$ cat src/rtl/axil_traffic_gen_pkg.sv
// axil_traffic_gen_pkg
//   Shared types for the AXI-Lite traffic generator: FSM state encoding,
//   data pattern select encoding, protection constant and a saturating
//   16-bit increment used by the error counters.
//   Optional feature macro in the top: AXIL_TRAFFIC_GEN_ERR_CAPTURE_EN.
package axil_traffic_gen_pkg;

   typedef enum logic [2:0] {
      e_idle,
      e_write,
      e_write_resp,
      e_read_addr,
      e_read_data,
      e_done
   } state_e;

   // Pattern 2'b11 is reserved and behaves like the address pattern.
   typedef enum logic [1:0] {
      PAT_ADDR     = 2'b00,
      PAT_INV      = 2'b01,
      PAT_ONEHOT   = 2'b10,
      PAT_ADDR_ALT = 2'b11
   } pattern_e;

   // Unprivileged-off, secure, data access
   localparam logic [2:0] AXPROT = 3'b001;

   function automatic logic [15:0] sat_inc16(input logic [15:0] v);
      return (v == 16'hFFFF) ? v : v + 16'd1;
   endfunction

endpackage

$ cat src/rtl/axil_traffic_pattern_gen.sv
// axil_traffic_pattern_gen
//   Combinational data pattern generator shared by the write data path and
//   the read check path.
//   Ports:
//     index_i  word index within the pass
//     addr_i   byte address of that word
//     mode_i   pattern select
//     data_o   generated data word
module axil_traffic_pattern_gen
   import axil_traffic_gen_pkg::*;
#(
   parameter int addr_width_p = 28,
   parameter int data_width_p = 64
) (
   input  logic [31:0]             index_i,
   input  logic [addr_width_p-1:0] addr_i,
   input  pattern_e                mode_i,
   output logic [data_width_p-1:0] data_o
);

   logic [data_width_p-1:0] addr_ext;
   logic [data_width_p-1:0] one;

   assign addr_ext = data_width_p'(addr_i);
   assign one      = data_width_p'(1);

   always_comb begin
      data_o = addr_ext;
      case (mode_i)
         PAT_INV:    data_o = ~addr_ext;
         PAT_ONEHOT: data_o = one << (index_i % 32'(data_width_p));
         default:    data_o = addr_ext;
      endcase
   end

endmodule

$ cat src/rtl/axil_traffic_gen.sv
// axil_traffic_gen
//   AXI-Lite traffic generator. On start_i it writes num_words_p words
//   (one outstanding transaction at a time) starting at base_addr_p, then
//   reads them back and counts response and data errors.
//   Ports:
//     clk_i, reset_i          clock, synchronous active-high reset
//     start_i, pattern_i      begin a pass / pattern select (sampled at start)
//     busy_o, done_o          pass in progress / pass complete
//     aw*, w*, b*             AXI-Lite write channels (master side)
//     ar*, r*                 AXI-Lite read channels (master side)
//     wr_err_cnt_o            saturating count of SLVERR/DECERR write responses
//     rd_err_cnt_o            saturating count of bad read responses or data
//     err_addr_o, err_data_o  first read mismatch address/data, only when
//                             AXIL_TRAFFIC_GEN_ERR_CAPTURE_EN is defined
module axil_traffic_gen
   import axil_traffic_gen_pkg::*;
#(
   parameter int addr_width_p = 28,
   parameter int data_width_p = 64,
   parameter int base_addr_p  = 0,
   parameter int num_words_p  = 16
) (
   input  logic                      clk_i,
   input  logic                      reset_i,
   input  logic                      start_i,
   input  logic [1:0]                pattern_i,
   output logic                      busy_o,
   output logic                      done_o,
   output logic [addr_width_p-1:0]   awaddr_o,
   output logic [2:0]                awprot_o,
   output logic                      awvalid_o,
   input  logic                      awready_i,
   output logic [data_width_p-1:0]   wdata_o,
   output logic [data_width_p/8-1:0] wstrb_o,
   output logic                      wvalid_o,
   input  logic                      wready_i,
   input  logic [1:0]                bresp_i,
   input  logic                      bvalid_i,
   output logic                      bready_o,
   output logic [addr_width_p-1:0]   araddr_o,
   output logic [2:0]                arprot_o,
   output logic                      arvalid_o,
   input  logic                      arready_i,
   input  logic [data_width_p-1:0]   rdata_i,
   input  logic [1:0]                rresp_i,
   input  logic                      rvalid_i,
   output logic                      rready_o,
   output logic [15:0]               wr_err_cnt_o,
   output logic [15:0]               rd_err_cnt_o
`ifdef AXIL_TRAFFIC_GEN_ERR_CAPTURE_EN
   ,
   output logic [addr_width_p-1:0]   err_addr_o,
   output logic [data_width_p-1:0]   err_data_o
`endif
);

   localparam int BYTES = data_width_p / 8;
   localparam int IDX_W = (num_words_p > 1) ? $clog2(num_words_p) : 1;
   localparam logic [IDX_W-1:0] LAST_IDX = IDX_W'(num_words_p - 1);

   state_e                  state_q;
   logic [IDX_W-1:0]        idx_q, idx_d;
   pattern_e                mode_q, mode_d;
   logic [addr_width_p-1:0] addr_q, addr_d;
   logic [data_width_p-1:0] data_q, pat_data;
   logic                    is_last, aw_ok, w_ok, rd_bad;
   logic                    unused_resp;

   // Only bit 1 of a response distinguishes OKAY/EXOKAY from errors.
   assign unused_resp = ^{bresp_i[0], rresp_i[0]};

   assign is_last = (idx_q == LAST_IDX);
   // A channel is finished when it was accepted earlier or is accepted now.
   assign aw_ok   = !awvalid_o || awready_i;
   assign w_ok    = !wvalid_o || wready_i;
   // data_q always holds the pattern of the current index, so it doubles as
   // the write data and the read-check reference.
   assign rd_bad  = (rdata_i != data_q);

   assign awaddr_o = addr_q;
   assign araddr_o = addr_q;
   assign wdata_o  = data_q;
   assign wstrb_o  = '1;
   assign awprot_o = AXPROT;
   assign arprot_o = AXPROT;

   // Next index/mode are computed here so that address and pattern can be
   // registered in the same edge the FSM moves to the new word.
   always_comb begin
      idx_d  = idx_q;
      mode_d = mode_q;
      case (state_q)
         e_idle, e_done:
            if (start_i) begin
               idx_d  = '0;
               mode_d = pattern_e'(pattern_i);
            end
         e_write_resp:
            if (bvalid_i) idx_d = is_last ? '0 : idx_q + IDX_W'(1);
         e_read_data:
            if (rvalid_i && !is_last) idx_d = idx_q + IDX_W'(1);
         default: ;
      endcase
      if (reset_i) begin
         idx_d  = '0;
         mode_d = PAT_ADDR;
      end
   end

   assign addr_d = addr_width_p'(64'(base_addr_p) + 64'(idx_d) * 64'(BYTES));

   axil_traffic_pattern_gen #(
      .addr_width_p(addr_width_p),
      .data_width_p(data_width_p)
   ) u_pat (
      .index_i(32'(idx_d)),
      .addr_i (addr_d),
      .mode_i (mode_d),
      .data_o (pat_data)
   );

`ifdef AXIL_TRAFFIC_GEN_ERR_CAPTURE_EN
   logic err_seen_q;
`endif

   always_ff @(posedge clk_i) begin
      idx_q  <= idx_d;
      mode_q <= mode_d;
      addr_q <= addr_d;
      data_q <= pat_data;
      if (reset_i) begin
         state_q      <= e_idle;
         awvalid_o    <= 1'b0;
         wvalid_o     <= 1'b0;
         bready_o     <= 1'b0;
         arvalid_o    <= 1'b0;
         rready_o     <= 1'b0;
         busy_o       <= 1'b0;
         done_o       <= 1'b0;
         wr_err_cnt_o <= '0;
         rd_err_cnt_o <= '0;
`ifdef AXIL_TRAFFIC_GEN_ERR_CAPTURE_EN
         err_seen_q   <= 1'b0;
         err_addr_o   <= '0;
         err_data_o   <= '0;
`endif
      end else begin
         case (state_q)
            e_idle, e_done:
               if (start_i) begin
                  state_q      <= e_write;
                  awvalid_o    <= 1'b1;
                  wvalid_o     <= 1'b1;
                  busy_o       <= 1'b1;
                  done_o       <= 1'b0;
                  wr_err_cnt_o <= '0;
                  rd_err_cnt_o <= '0;
`ifdef AXIL_TRAFFIC_GEN_ERR_CAPTURE_EN
                  err_seen_q   <= 1'b0;
                  err_addr_o   <= '0;
                  err_data_o   <= '0;
`endif
               end
            e_write: begin
               if (awready_i) awvalid_o <= 1'b0;
               if (wready_i)  wvalid_o  <= 1'b0;
               if (aw_ok && w_ok) begin
                  state_q  <= e_write_resp;
                  bready_o <= 1'b1;
               end
            end
            e_write_resp:
               if (bvalid_i) begin
                  bready_o <= 1'b0;
                  if (bresp_i[1]) wr_err_cnt_o <= sat_inc16(wr_err_cnt_o);
                  if (is_last) begin
                     state_q   <= e_read_addr;
                     arvalid_o <= 1'b1;
                  end else begin
                     state_q   <= e_write;
                     awvalid_o <= 1'b1;
                     wvalid_o  <= 1'b1;
                  end
               end
            e_read_addr:
               if (arready_i) begin
                  arvalid_o <= 1'b0;
                  rready_o  <= 1'b1;
                  state_q   <= e_read_data;
               end
            e_read_data:
               if (rvalid_i) begin
                  rready_o <= 1'b0;
                  if (rd_bad || rresp_i[1]) rd_err_cnt_o <= sat_inc16(rd_err_cnt_o);
`ifdef AXIL_TRAFFIC_GEN_ERR_CAPTURE_EN
                  if (rd_bad && !err_seen_q) begin
                     err_seen_q <= 1'b1;
                     err_addr_o <= addr_q;
                     err_data_o <= rdata_i;
                  end
`endif
                  if (is_last) begin
                     state_q <= e_done;
                     busy_o  <= 1'b0;
                     done_o  <= 1'b1;
                  end else begin
                     state_q   <= e_read_addr;
                     arvalid_o <= 1'b1;
                  end
               end
            default: state_q <= e_idle;
         endcase
      end
   end

endmodule
$ cat config.mk
export PLATFORM = sky130hd
export DESIGN_NAME = axil_traffic_gen
export DESIGN_NICKNAME = d
export VERILOG_FILES = /design/src/rtl/axil_traffic_gen_pkg.sv /design/src/rtl/axil_traffic_pattern_gen.sv /design/src/rtl/axil_traffic_gen.sv
export SDC_FILE = /design/constraint.sdc
export NUM_CORES = 1
export LEC_CHECK = 0
export ABC_AREA = 1
export CAP_MARGIN = 5
export CORE_MARGIN = 5
export CORE_UTILIZATION = 31
export DETAILED_ROUTE_END_ITERATION = 12
export GPL_ROUTABILITY_DRIVEN = 1
export PLACE_DENSITY = 0.76
export SYNTH_ARGS = -nofsm -noshare
export SYNTH_HDL_FRONTEND = slang
export SYNTH_SLANG_ARGS = --single-unit
$ cat constraint.sdc
create_clock -name clk_i -period 2.33 [get_ports clk_i]
set_input_delay 0.3495 -clock clk_i [delete_from_list [all_inputs] [get_ports clk_i]]
set_output_delay 0.3495 -clock clk_i [all_outputs]
set_load 0.01 [all_outputs]
==> metrics.cfg <==
[drt]
detailed_route_wire_length_mm = 15.1
antenna_violating_nets_post_route = 0
drt_first_pass_iters = 4
drt_drc_violations_left = 0
route.detailed.wl_per_inst_um = 12.7
drt_via_density = 4.47
dr_total_vias = 5334
drtIter0Drc = 410

[power]
switching_power_total_mw = 2.23
p_int_mw = 3.42
p_sw_frac = 0.395
power_frac_comb = 0.489
irDropWorstVdd_v = 0.000473
leakage_nw = 2.92
power.density_cell_area_nw_per_um2 = 789
clock_power_share = 0.259
power_frac_seq = 0.252

[global_route]
overflow = 0
first_global_vias = 4898
grt_usage = 0.148
grt_max_degree = 34
grt_pass1_wl_mm = 24.1
antenna_found_initial = 0

[setup_path]
r2r_setup_slack_ns = 0.12
worst-r2r-cell-count = 13
critical_path.endpoint_type = flip-flop
critical_path.startpoint_type = flip-flop
critical_path_cell_list = inv_1 -> nand2_2 -> nand3_1 -> nor2_1 -> buf_4 -> nor2_1 -> nor2_1 -> o21a_1 -> inv_1 -> ha_1 -> inv_1 -> nand2_1 -> o21ai_1
critical-path-max-stage-delay_ns = 0.40
critical-path-slowest-cell = dfxtp_1
timing.rr.start = state_q[0]
maximum_fanout_along_the_worst_path = 6
worstPathArrival_ns = 2.48
timing.rr.end = wdata_o[6]
criticalPathCategory = flip-flop to flip-flop
timing.critical_path.required_ns = 2.59

[clock_network]
cts_tree = done
clock_sinks = 65
worst_setup_hold_path_clk_slew_ns = 0.06
cts_buffer_depth = 2
post_cts_hold_buffers = 0
clk_root_buffer_cell = clkbuf_16
clk-insertion-delay-late_ns = 0.34
clock_tree.htree_level_count = 3
cts_made_buffers = 9

[floorplanning]
rows = 47
die_w_um = 140
core_area_um2 = 16500
initial_core_util = 0.315
die_area_um2 = 19500
design.portCount = 251
die_h_um = 140

[cells_and_area]
nets = 1052
antennaDiodeCount = 0
final_std_cell_area_no_fill_um2 = 7160
drive_above_1_share = 0.103
area_growth_from_synthesis_to_final_layout_pct = 37.4

[sta]
fin_skew_ns = 0.00458
final_max_slew_viol_count = 0
fmaxAchievable_ghz = 0.452
final_min_period_over_clock_period = 0.950
timing.final.crit_period_ns = 2.21
finalSetupViolations = 0
holdWs_ns = 0.491
finalHoldViolations = 0

[hold_path]
worst_hold_startpoint = rready_o
worstHoldPathCells = 2
hold_end = rready_o
hold_class = flip-flop to flip-flop

[yosys]
synthDominantCellAreaShare = 0.250
synth_cell_types = 44
ys_ff_latch = 65
async_flop_share = 0
yosys_warnings = 0
synth.yosys.seq_area_share = 0.250
avg_synthesized_cell_area_um2 = 6.41
synth_top_cells_by_area = dfxtp_1 25%, buf_4 16%, nand2_1 13%
synthDominantAreaCellType = dfxtp_1
yosys_most_used_dff = dfxtp_1
synth_edf_count = 0
post_synth_instance_area_um2 = 5210
syn-instance-count = 813

[run]
max_cap_viol_count = 0

[placement]
place_area_um2 = 6830
portBuffers = 186
place.detailed.hpwl_mm = 12.1
gpl.final_weighted_congestion = 0.914

[status]
status = completed

worst max-delay path: cells and delay by family, from the launching register on:
| kind | cells | cell delay, ns |
|---|---|---|
| DFF | 1 | 0.40 |
| and+or+nand+nor | 6 | 0.54 |
| adders and majority gates | 1 | 0.37 |
| buffers and inverters | 4 | 0.50 |
| AOI/OAI and AO/OA | 2 | 0.32 |
kinds of logic after synthesis:
family / share of synthesized area
buffers and inverters: 0.249
adders and majority gates: 0.0144
DFF: 0.250
other: 0.00144
AOI/OAI and AO/OA: 0.0915
and+or+nand+nor: 0.356
xor gates and xnor gates: 0.0387
sequential cells by signal (all words and copies together), names as in the netlist:
register / count
wdata_o: 17
rd_err_cnt_o: 16
wr_err_cnt_o: 16
araddr_o: 4
state_q: 3
mode_q: 2
arvalid_o: 1
awvalid_o: 1
bready_o: 1
busy_o: 1
done_o: 1
rready_o: 1
wvalid_o: 1
layer usage:
metal / share of wire / up-vias / routed length [um] / track usage
met4: 0.023 / 0 / 347 / 0.0525
li1: - / 2697 / - / -
met1: 0.40 / 2384 / 6100 / 0.174
met5: 0 / - / 0 / 0
met2: 0.49 / 226 / 7350 / 0.256
met3: 0.089 / 27 / 1340 / 0.0436
how the worst max path moves through the flow:
| stage | start | endpoint | slack, ns | depth (start not counted) |
|---|---|---|---|---|
| CTS | wdata_o[62] | wdata_o[55] | 0.03 | 3 |
| global placement | start_i | wdata_o[6] | 0.03 | 12 |
| floorplan | state_q[2] | wdata_o[0] | 0.07 | 12 |
| global route | state_q[0] | wdata_o[6] | -0.009 | 13 |
| finish | state_q[0] | wdata_o[6] | 0.12 | 13 |
| detailed placement | start_i | wdata_o[6] | -0.02 | 12 |
power groups by stage:
stage	registers, mW	clock network, mW	logic [mW]
after floorplan	1.49	0	1.86
after global placement	1.44	0	2.71
after detailed placement	1.45	0	2.75
after CTS	1.43	1.48	2.77
after global routing	1.45	1.52	3.03
final	1.43	1.46	2.76
cell type report:
cell class | instances | area (um2)
Clock buffer | 9 | 225
Clock inverter | 7 | 95.1
Fill cell | 1664 | 9370
Inverter | 93 | 354
Multi-Input combinational cell | 587 | 2840
Sequential cell | 65 | 1310
Tap cell | 220 | 275
Timing Repair Buffer | 212 | 2060
placed cells by master, fill, tap and decap left out, drive strengths merged, types with 2 or more instances in the layout:
cell	Yosys	routed
ha	6	6
clkdlybuf4s50	0	186
inv	92	93
nand4	11	11
nor2	116	116
nor4	4	4
o211ai	2	2
bufinv	0	2
o21bai	3	3
xnor2	8	8
o21ai	18	18
dfxtp	65	65
nand2	193	193
clkinvlp	0	4
xor2	15	15
and3	2	2
o21a	2	2
a21oi	53	53
nand3b	7	7
conb	2	62
nand3	59	59
buf	122	26
nor3	18	18
or2	2	2
clkbuf	6	9
cell usage after synthesis (8+ instances only):
| cell | instances |
|---|---|
| a21oi_1 | 42 |
| nand3_1 | 56 |
| a21oi_2 | 11 |
| dfxtp_1 | 65 |
| inv_2 | 11 |
| nor3_1 | 18 |
| xor2_1 | 15 |
| inv_1 | 80 |
| o21ai_0 | 16 |
| nand4_1 | 10 |
| buf_4 | 114 |
| xnor2_1 | 8 |
| nand2_2 | 16 |
| nor2_1 | 110 |
| nand2_1 | 174 |
through the flow:
step	power (mW)	util	instances	worst slack (ns)	setup TNS, ns
2_1_floorplan	3.35	-	873	0.0724	0
3_3_place_gp	4.16	0.413	1177	0.0250	0
3_5_place_dp	4.20	0.413	1177	-0.0160	-0.0661
4_1_cts	5.68	0.432	1193	0.0320	0
5_1_grt	6.01	0.433	1193	-0.00935	-0.00935
6_report	5.65	0.433	1193	0.116	0
timing repair:
action / 4_1_cts / 5_1_grt
gates resized for setup: 0 / 4
buffers inserted: 0 / 0
setup endpoints to repair: 0 / 47
No activity file was read; power rests on OpenSTA's default activity.
